--- src/rtl/led_pkg.sv ---
// Shared LED link definitions: brightness codes consumed by the LED driver
// and the PWM receive-side state encoding.
package led_pkg;

  localparam logic [2:0] LVL_0 = 3'd0;
  localparam logic [2:0] LVL_1 = 3'd1;
  localparam logic [2:0] LVL_2 = 3'd2;
  localparam logic [2:0] LVL_3 = 3'd3;
  localparam logic [2:0] LVL_4 = 3'd4;

  typedef enum logic {
    IDLE    = 1'b0,
    MEASURE = 1'b1
  } dec_state_t;

endpackage

--- src/rtl/pwm_sync_edge.sv ---
// Multi-flop synchroniser for an asynchronous PWM pin with rising-edge detect.
module pwm_sync_edge #(
  parameter int unsigned STAGES = 2
) (
  input  logic clk,
  input  logic rst,
  input  logic din,
  output logic level,
  output logic rise_c
);

  logic [STAGES-1:0] sync_q;
  logic              prev_q;

  always_ff @(posedge clk) begin
    if (rst) begin
      sync_q <= '0;
      prev_q <= 1'b0;
    end else begin
      sync_q <= {sync_q[STAGES-2:0], din};
      prev_q <= sync_q[STAGES-1];
    end
  end

  assign level  = sync_q[STAGES-1];
  assign rise_c = sync_q[STAGES-1] & ~prev_q;

endmodule

--- src/rtl/pwm_level_decoder.sv ---
// Recovers the 0..4 brightness code from a PWM waveform by comparing high time
// against period each cycle, and flags a line that stops toggling.
module pwm_level_decoder
  import led_pkg::*;
#(
  parameter int unsigned CNT_W       = 12,
  parameter int unsigned TIMEOUT     = 4000,
  parameter int unsigned SYNC_STAGES = 2
) (
  input  logic       clk,
  input  logic       rst,
  input  logic       ipwm_in,
  output logic [2:0] olevel,
  output logic       ovalid,
  output logic       ostuck
);

  localparam int unsigned      CMP_W     = CNT_W + 3;
  localparam logic [CNT_W-1:0] CNT_MAX   = '1;
  localparam logic [CNT_W-1:0] TIMEOUT_C = CNT_W'(TIMEOUT);

  logic s;
  logic rise;

  pwm_sync_edge #(.STAGES(SYNC_STAGES)) u_sync (
    .clk    (clk),
    .rst    (rst),
    .din    (ipwm_in),
    .level  (s),
    .rise_c (rise)
  );

  dec_state_t       state_q, state_d;
  logic [CNT_W-1:0] period_q, period_d;
  logic [CNT_W-1:0] high_q, high_d;
  logic [CNT_W-1:0] p_lat_q, p_lat_d;
  logic [CNT_W-1:0] h_lat_q, h_lat_d;
  logic             calc_q, calc_d;
  logic [2:0]       olevel_d;
  logic             ovalid_d;
  logic             ostuck_d;

  // Divider-free quantisation: 8H against odd multiples of P rounds H/P to quarters
  logic [CMP_W-1:0] h8, p1, p3, p5, p7;
  logic [2:0]       level_c;

  always_comb begin
    h8      = {h_lat_q, 3'b000};
    p1      = CMP_W'(p_lat_q);
    p3      = p1 + (p1 << 1);
    p5      = p1 + (p1 << 2);
    p7      = (p1 << 3) - p1;
    level_c = 3'(h8 >= p1) + 3'(h8 >= p3) + 3'(h8 >= p5) + 3'(h8 >= p7);
  end

  always_ff @(posedge clk) begin
    if (rst) begin
      state_q  <= IDLE;
      period_q <= '0;
      high_q   <= '0;
      p_lat_q  <= '0;
      h_lat_q  <= '0;
      calc_q   <= 1'b0;
      olevel   <= LVL_0;
      ovalid   <= 1'b0;
      ostuck   <= 1'b0;
    end else begin
      state_q  <= state_d;
      period_q <= period_d;
      high_q   <= high_d;
      p_lat_q  <= p_lat_d;
      h_lat_q  <= h_lat_d;
      calc_q   <= calc_d;
      olevel   <= olevel_d;
      ovalid   <= ovalid_d;
      ostuck   <= ostuck_d;
    end
  end

  always_comb begin
    state_d  = state_q;
    period_d = period_q;
    high_d   = high_q;
    p_lat_d  = p_lat_q;
    h_lat_d  = h_lat_q;
    calc_d   = 1'b0;
    olevel_d = olevel;
    ovalid_d = 1'b0;
    ostuck_d = ostuck;

    // Result of the period latched on the previous edge
    if (calc_q) begin
      olevel_d = level_c;
      ovalid_d = 1'b1;
    end

    case (state_q)
      IDLE: begin
        period_d = '0;
        high_d   = '0;
        if (rise) begin
          state_d  = MEASURE;
          period_d = CNT_W'(1);
          high_d   = CNT_W'(1);
          ostuck_d = 1'b0;
        end
      end
      MEASURE: begin
        if (rise) begin
          p_lat_d  = period_q;
          h_lat_d  = high_q;
          calc_d   = 1'b1;
          period_d = CNT_W'(1);
          high_d   = CNT_W'(1);
          ostuck_d = 1'b0;
        end else if (period_q == TIMEOUT_C) begin
          olevel_d = s ? LVL_4 : LVL_0;
          ovalid_d = 1'b1;
          ostuck_d = 1'b1;
          state_d  = IDLE;
          period_d = '0;
          high_d   = '0;
        end else begin
          if (period_q != CNT_MAX) period_d = period_q + CNT_W'(1);
          if (s && high_q != CNT_MAX) high_d = high_q + CNT_W'(1);
        end
      end
      default: state_d = IDLE;
    endcase
  end

endmodule

--- config.mk ---
export PLATFORM = sky130hd
export DESIGN_NAME = pwm_level_decoder
export DESIGN_NICKNAME = d
export VERILOG_FILES = /design/src/rtl/led_pkg.sv /design/src/rtl/pwm_sync_edge.sv /design/src/rtl/pwm_level_decoder.sv
export SDC_FILE = /design/constraint.sdc
export NUM_CORES = 1
export LEC_CHECK = 0
export BUFFER_PORTS_ARGS = -buffer_cell sky130_fd_sc_hd__buf_2
export CORE_MARGIN = 3
export CORE_UTILIZATION = 64
export DETAILED_ROUTE_END_ITERATION = 10
export PLACE_DENSITY = 0.81
export RECOVER_POWER = 25
export REMOVE_ABC_BUFFERS = 1
export SLEW_MARGIN = 15
export SYNTH_ARGS = -nofsm -noshare
export SYNTH_HDL_FRONTEND = slang
export SYNTH_SLANG_ARGS = --single-unit
--- constraint.sdc ---
create_clock -name clk -period 5.36 [get_ports clk]
set_input_delay 0.804 -clock clk [delete_from_list [all_inputs] [get_ports clk]]
set_output_delay 0.804 -clock clk [all_outputs]
set_load 0.005 [all_outputs]
== Word-level counts from Yosys, hierarchy flattened ==
Index checks and enable logic that the tools add are counted.

* Register bits: 58
* Bits of input ports: 3
* Output and inout bits: 5
* Logic and storage cells: 63

* Add/subtract/negate cells: 8
* Order comparisons: 4
* Eq/ne operators: 7
* Muxes and demuxes: 26
* Bitwise operators: 3
* Reduce and logical (&&, ||, !) cells: 4

{| class="wikitable"
|+ Operator list
! cell !! count
|-
| 12-bit two-way mux || 6
|-
| 12-bit case mux with 2 select lines || 2
|-
| 15-bit greater-or-equal comparator || 2
|-
| 12-bit by 1-bit adder with 12-bit output (second input constant) || 2
|-
| 12-bit inequality test (second input constant) || 2
|-
| 12-bit by 14-bit adder with 15-bit output || 1
|-
| 15-bit by 12-bit greater-or-equal comparator with 1-bit output || 1
|-
| 15-bit by 14-bit greater-or-equal comparator with 1-bit output || 1
|-
| 3-bit two-way mux || 5
|-
| 15-bit by 12-bit subtractor with 15-bit output || 1
|-
| 12-bit by 13-bit adder with 14-bit output || 1
|-
| 12-bit == test (second input constant) || 1
|-
| 1-bit two-way mux || 11
|-
| 4-bit by 2-bit inequality test with 1-bit output (second input constant) || 2
|-
| 1-bit case mux with 2 select lines || 2
|-
| 2-bit AND reduction || 2
|-
| 2-bit by 1-bit adder with 3-bit output || 1
|-
| 3-bit by 1-bit adder with 3-bit output || 1
|-
| 3-bit by 2-bit inequality test with 1-bit output (second input constant) || 1
|-
| 1-bit by 1-bit adder with 2-bit output || 1
|-
| 2-bit inequality test (second input constant) || 1
|-
| 1-bit inverter || 2
|-
| 2-bit OR reduction || 1
|-
| 1-bit AND || 1
|-
| 1-bit logical AND || 1
|}

== Longest topological paths before layout ==
* Depth in word-level cells: 9
* Mapped depth: 17
* Gate-level depth less buffers: 17

== By module ==
A second synthesis with hierarchy kept.

* Cells, all modules: 591
* Area, all modules: 4997.3 µm²

{| class="wikitable"
|+ By module, submodules not included
! module !! times used !! cells an instance !! area each (µm²) !! seq. area each (µm²)
|-
| pwm_level_decoder || 1 || 584 || 4909.7 || 1101.1
|-
| pwm_sync_edge || 1 || 7 || 87.6 || 60.1
|}

== Worst setup path after synthesis ==
OpenSTA, ideal clock, no wires.

* Path type: register to register
* Start point: reg p_lat_q[2]
* End point: reg olevel[2]
* Arrival time: 3.732 ns
* Required time: 5.226 ns
* Path slack: 1.495 ns
* Cell stages (with the launch flop): 17
* Period minus slack after synthesis: 3.865 ns
* Path through: dfxtp_1 -> inv_1 -> ha_1 -> a211oi_1 -> o21ai_0 -> a31o_2 -> a211oi_1 -> xnor2_1 -> ha_1 -> a21o_1 -> a211oi_1 -> o21ai_0 -> fa_1 -> ha_1 -> ha_1 -> a211oi_1 -> a211oi_1

* Longest elaborated chain between the ends: 9
* Elaborated cells on any way between the ends: 14
* Classes of those cells: add/sub (6); order compare (4); mux (4)

{| class="wikitable"
|+ Ends and longest elaborated chain
! what !! RTL line !! RTL
|-
| from (decl) || pwm_level_decoder.sv:36 || <nowiki>logic [CNT_W-1:0] p_lat_q, p_lat_d;</nowiki>
|-
| from (signal assigned) || pwm_level_decoder.sv:71 || <nowiki>p_lat_q <= p_lat_d;</nowiki>
|-
| 12-bit by 13-bit adder with 14-bit output || pwm_level_decoder.sv:50 || <nowiki>p3 = p1 + (p1 << 1);</nowiki>
|-
| 15-bit by 14-bit greater-or-equal comparator with 1-bit output || pwm_level_decoder.sv:53 || <nowiki>level_c = 3'(h8 >= p1) + 3'(h8 >= p3) + 3'(h8 >= p5) + 3'(h8 >= p7);</nowiki>
|-
| 1-bit by 1-bit adder with 2-bit output || pwm_level_decoder.sv:53 ||
|-
| 2-bit by 1-bit adder with 3-bit output || pwm_level_decoder.sv:53 ||
|-
| 3-bit by 1-bit adder with 3-bit output * || pwm_level_decoder.sv:53 ||
|-
| 3-bit two-way mux * || pwm_level_decoder.sv:92 || <nowiki>if (calc_q) begin</nowiki>
|-
| 3-bit two-way mux || pwm_level_decoder.sv:116 || <nowiki>end else if (period_q == TIMEOUT_C) begin</nowiki>
|-
| 3-bit two-way mux || pwm_level_decoder.sv:109 || <nowiki>if (rise) begin</nowiki>
|-
| 3-bit two-way mux * || pwm_level_decoder.sv:97 || <nowiki>case (state_q)</nowiki>
|-
| to (signal assigned) || pwm_level_decoder.sv:74 || <nowiki>olevel <= olevel_d;</nowiki>
|-
| to (decl) || pwm_level_decoder.sv:13 || <nowiki>output logic [2:0] olevel,</nowiki>
|}

Every way passes the cells marked *; elsewhere a longest branch is shown, timed or not.
A chain may end at the register's enable or synchronous reset.

== Final worst setup path ==
* Start point: reg p_lat_q[1]
* End point: reg olevel[2]

The elaborated chain is that of the path after synthesis.

==> results.tsv <==
stage	metric	value	unit
power_and_ir_drop	Leak	2.165	nW
floorplan	Die Y	94.17	um
clock_tree	Worst-Skew Late Latency	340	ps
logic_synthesis	top cells by area, synth	dfxtp_1 23%, ha_1 21%, a21oi_1 5.7%	
worst_setup_path	Bufs and invs on worst path	1	
finish	fill count	604	
timing	setup TNS	0	ps
worst_setup_path	R2R Setup Slk	870	ps
floorplan	Ports	8	
placement	I/O Buffers	7	
timing	final worst path period share	0.8386	
worst_setup_path	WP depth	16	
clock_tree	clock root cell	clkbuf_8	
timing	Worst Hold Slack	457.4	ps
worst_setup_path	critical path arrival	4640	ps
clock_tree	Clk pin slew, worst setup/hold paths	60	ps
floorplan	die width	94.17	um
power_and_ir_drop	Cell Pwr Density	169.6	mW/mm^2
global_routing	Overflow after GRT	0	
worst_setup_path	CP required	5500	ps
worst_setup_path	r2r endpoint	olevel[2]$_SDFF_PP0_	
worst_setup_path	Worst path max stage delay	530	ps
run_status	failing checks	capacitance limit, slew limit	
clock_tree	Setup Fix Bufs, Post-CTS	0	
timing	worst slew pin tran	1610	ps
route	Vias/cell	6.236	
timing	Final Skew	5.554	ps
clock_tree	post-CTS sizing	0	
worst_setup_path	Reg2Reg Depth	16	
clock_tree	hold bufs inserted after CTS	0	
global_routing	GRT Resource Usage Total	0.2712	
worst_setup_path	worst setup path start	p_lat_q[1]$_SDFFE_PP0P_	
logic_synthesis	Post-Synth Adder-Cell Area	0.2259	
timing	max_slew headroom	-0.07348	
clock_tree	H-tree levels	3	
logic_synthesis	mux contribution to synthesized area	0.01006	
clock_tree	CTS sink count	58	
run	Max-Cap Viols	1	
logic_synthesis	Synth Warn #	0	
logic_synthesis	area share of the largest cell type after synthesis	0.2334	
finish	share of cells above drive strength 1	0.04085	
logic_synthesis	number of synthesized register bits	58	
finish	Final nets	698	
global_routing	vias in the first global route	4197	
global_routing	initial antenna violation count	0	
route	DRT Wirelength	11390	um
floorplan	num rows	31	
global_routing	maximum number of pins on one net before global-route repair	38	
route	drt wl/cell	16.01	um
worst_setup_path	critical path, cell by cell	inv_1, ha_1, a211oi_1, o21ai_0, a31o_2, a211oi_1, xnor2_1, ha_1, a21o_1, a211oi_1, o21ai_0, fa_1, ha_1, ha_1, a211oi_1, a211oi_1	
logic_synthesis	Post-Synth Simple-Gate Area	0.2065	
worst_setup_path	CP max FO	8	
timing	Final Hold Violating Endpoints	0	
timing	Tmin final	4495	ps
logic_synthesis	post-synthesis compound-gate area fraction	0.2264	
logic_synthesis	Unique masters post-synth	63	
clock_tree	CTS max path bufs	2	
logic_synthesis	Post-Syn Area per Cell	8.223	sq um
worst_setup_path	Critical Path Sink Type	register	
logic_synthesis	ys async rst share	0	
worst_hold_path	Hold WC Path Type	reg -> reg	
worst_setup_path	reg2reg start	p_lat_q[1]$_SDFFE_PP0P_	
placement	GP Congestion	0.8811	
clock_tree	TritonCTS buffer count	9	
route	ANT nets after route	0	
clock_tree	CTS tree	done	
timing	Final Setup Violations	0	
worst_setup_path	timing endpoint of the critical path	olevel[2]$_SDFF_PP0_	
worst_setup_path	slowest CP cell	dfxtp_1	
logic_synthesis	main combinational cell family by area after synthesis	compound AO/OA/AOI/OAI gates	
logic_synthesis	EDFF count, synth	0	
run_status	status	complete, but fails checks	
route	drt first pass iters	5	
power_and_ir_drop	Max IR drop VDD	0.0002495	V
logic_synthesis	Netlist Area Pre-Place	0.004975	sq mm
worst_setup_path	Worst setup SP type	register	
floorplan	Initial Utilization	0.6715	
worst_setup_path	Top cell by count, worst path	a211oi_1	
route	iteration-0 DRC count of the detailed router	225	
route	DR vias	4434	
logic_synthesis	register area share after synthesis	0.2334	
global_routing	first-pass GRT wire length	19420	um
timing	Slew Viols, Final	38	
logic_synthesis	xor/xnor cell area share of the yosys netlist	0.06514	
floorplan	total die area	0.008867	sq mm
worst_setup_path	cell family with most CP delay	compound AO/OA/AOI/OAI gates	
route	DRC	0	
logic_synthesis	synthesized instance count	605	
worst_setup_path	crit path kind	reg -> reg	
placement	Final HPWL DP	8653	um
finish	Layout area overhead	6.112	%
logic_synthesis	post-synth top area cell	dfxtp_1	
timing	fmax	222.5	MHz
timing	RSZ-0062 raised after global routing	false	
finish	ANT cells	0	
logic_synthesis	Primary FF master, synth	dfxtp_1	
floorplan	core area	0.007408	sq mm
-- registers in the layout, summed over array words and instances, names as in the netlist --
register	flops
olevel	3
p_lat_q	12
ovalid	1
state_q	1
h_lat_q	12
u_sync.sync_q	2
high_q	12
ostuck	1
u_sync.prev_q	1
calc_q	1
period_q	12
-- cell type report --
| class | instances | area (sq um) | share of cell area |
|---|---|---|---|
| flip-flops and latches | 58 | 1161 | 0.2200 |
| well taps | 99 | 123.9 | 0.02347 |
| multi-input cells | 505 | 3651 | 0.6916 |
| inverters | 26 | 97.59 | 0.01849 |
| repair buffers | 7 | 27.53 | 0.005215 |
| clock inverters | 6 | 80.08 | 0.01517 |
| clock buffers | 10 | 137.6 | 0.02607 |
-- metrics by stage --
step,std cells,total power [mW],setup slack (ps),util,cell area (sq um)
after CTS,711,0.8981,909.7,0.7136,5286
after detailed placement,695,0.4646,950.3,0.6842,5069
after floorplan,589,0.4554,1498,-,4910
final,711,0.8950,865.1,0.7125,5279
after global routing,711,0.9233,505.7,0.7125,5279
after global placement,695,0.4641,1107,0.6842,5069
-- cell families after synthesis --
logic type | after synthesis
AO/OA/AOI/OAI | 170
XOR/XNOR | 37
adder cells (fa/ha/maj) | 88
buffers and inverters | 42
flip-flops | 58
multiplexers | 5
AND/OR/NAND/NOR | 205
-- synth_stat cells, types with 4 or more instances --
master and instances:
xnor2_1 15, or4_1 4, nand4_1 10, and3_1 9, nand2_1 72, or3_1 6
nand3_1 9, o31ai_1 5, o21ai_0 28, a21o_1 16, nor4_1 4, nor2_1 46
a211oi_1 11, nand2b_1 8, buf_2 4, o21a_1 9, nor3_1 11, dfxtp_1 58
ha_1 85, clkbuf_1 12, a21oi_1 57, nor2b_1 7, inv_1 26, xor2_1 22
and2_1 4, mux2i_1 5, o41ai_1 4
-- layout by cell type, fill, tap and decap left out, drive strengths merged, types with 3 or more instances in the layout --
cell / netlist / routed
ha: 85 / 85
nand2: 72 / 72
dfxtp: 58 / 58
a21oi: 57 / 57
nor2: 47 / 47
o21ai: 29 / 29
inv: 26 / 26
xor2: 22 / 22
a21o: 16 / 16
clkbuf: 12 / 16
xnor2: 15 / 15
nor3: 13 / 13
a211oi: 11 / 11
nand4: 10 / 10
o21a: 9 / 9
nand3: 9 / 9
and3: 9 / 9
nand2b: 8 / 8
nor2b: 7 / 7
or3: 7 / 7
o31ai: 5 / 5
mux2i: 5 / 5
o311ai: 5 / 5
or4: 4 / 4
nor4: 4 / 4
o41ai: 4 / 4
and2: 4 / 4
clkinv: 0 / 4
a311oi: 3 / 3
o21bai: 3 / 3
a221oi: 3 / 3
a31oi: 3 / 3
fa: 3 / 3
-- per-layer routing --
layer | up-vias | routed length (um) | track usage
li1 | 2245 | - | -
met1 | 2068 | 5176 | 0.3514
met2 | 101 | 5511 | 0.4693
met3 | 20 | 477 | 0.03125
met4 | 0 | 219 | 0.08303
met5 | - | 0 | 0
-- worst register-to-register path, cell delays in order, from the launching register on --
cell	delay [ps]
dfxtp_1	530
inv_1	180
ha_1	320
a211oi_1	250
o21ai_0	160
a31o_2	290
a211oi_1	290
xnor2_1	160
ha_1	260
a21o_1	190
a211oi_1	230
o21ai_0	170
fa_1	510
ha_1	220
ha_1	180
a211oi_1	280
a211oi_1	80
-- power breakdown --
| group | total [mW] | leakage [nW] | switching, mW | internal [mW] |
|---|---|---|---|---|
| combinational | 0.0197 | 1.58 | 0.0135 | 0.00621 |
| sequential | 0.436 | 0.468 | 0.00232 | 0.433 |
| clock | 0.440 | 0.116 | 0.169 | 0.271 |
| total | 0.895 | 2.16 | 0.185 | 0.710 |
-- worst min-delay path by stage --
stage / endpoint / slack, ps / from / cells past startpoint
after floorplan: u_sync.sync_q[1]$_SDFF_PP0_ / 410 / u_sync.sync_q[0]$_SDFF_PP0_ / 1
after global placement: u_sync.sync_q[1]$_SDFF_PP0_ / 420 / u_sync.sync_q[0]$_SDFF_PP0_ / 1
after detailed placement: u_sync.sync_q[1]$_SDFF_PP0_ / 430 / u_sync.sync_q[0]$_SDFF_PP0_ / 1
after CTS: u_sync.sync_q[1]$_SDFF_PP0_ / 460 / u_sync.sync_q[0]$_SDFF_PP0_ / 1
after global routing: u_sync.sync_q[1]$_SDFF_PP0_ / 470 / u_sync.sync_q[0]$_SDFF_PP0_ / 1
final: u_sync.sync_q[1]$_SDFF_PP0_ / 460 / u_sync.sync_q[0]$_SDFF_PP0_ / 1
Note: power is estimated with default switching activity, not from simulation.
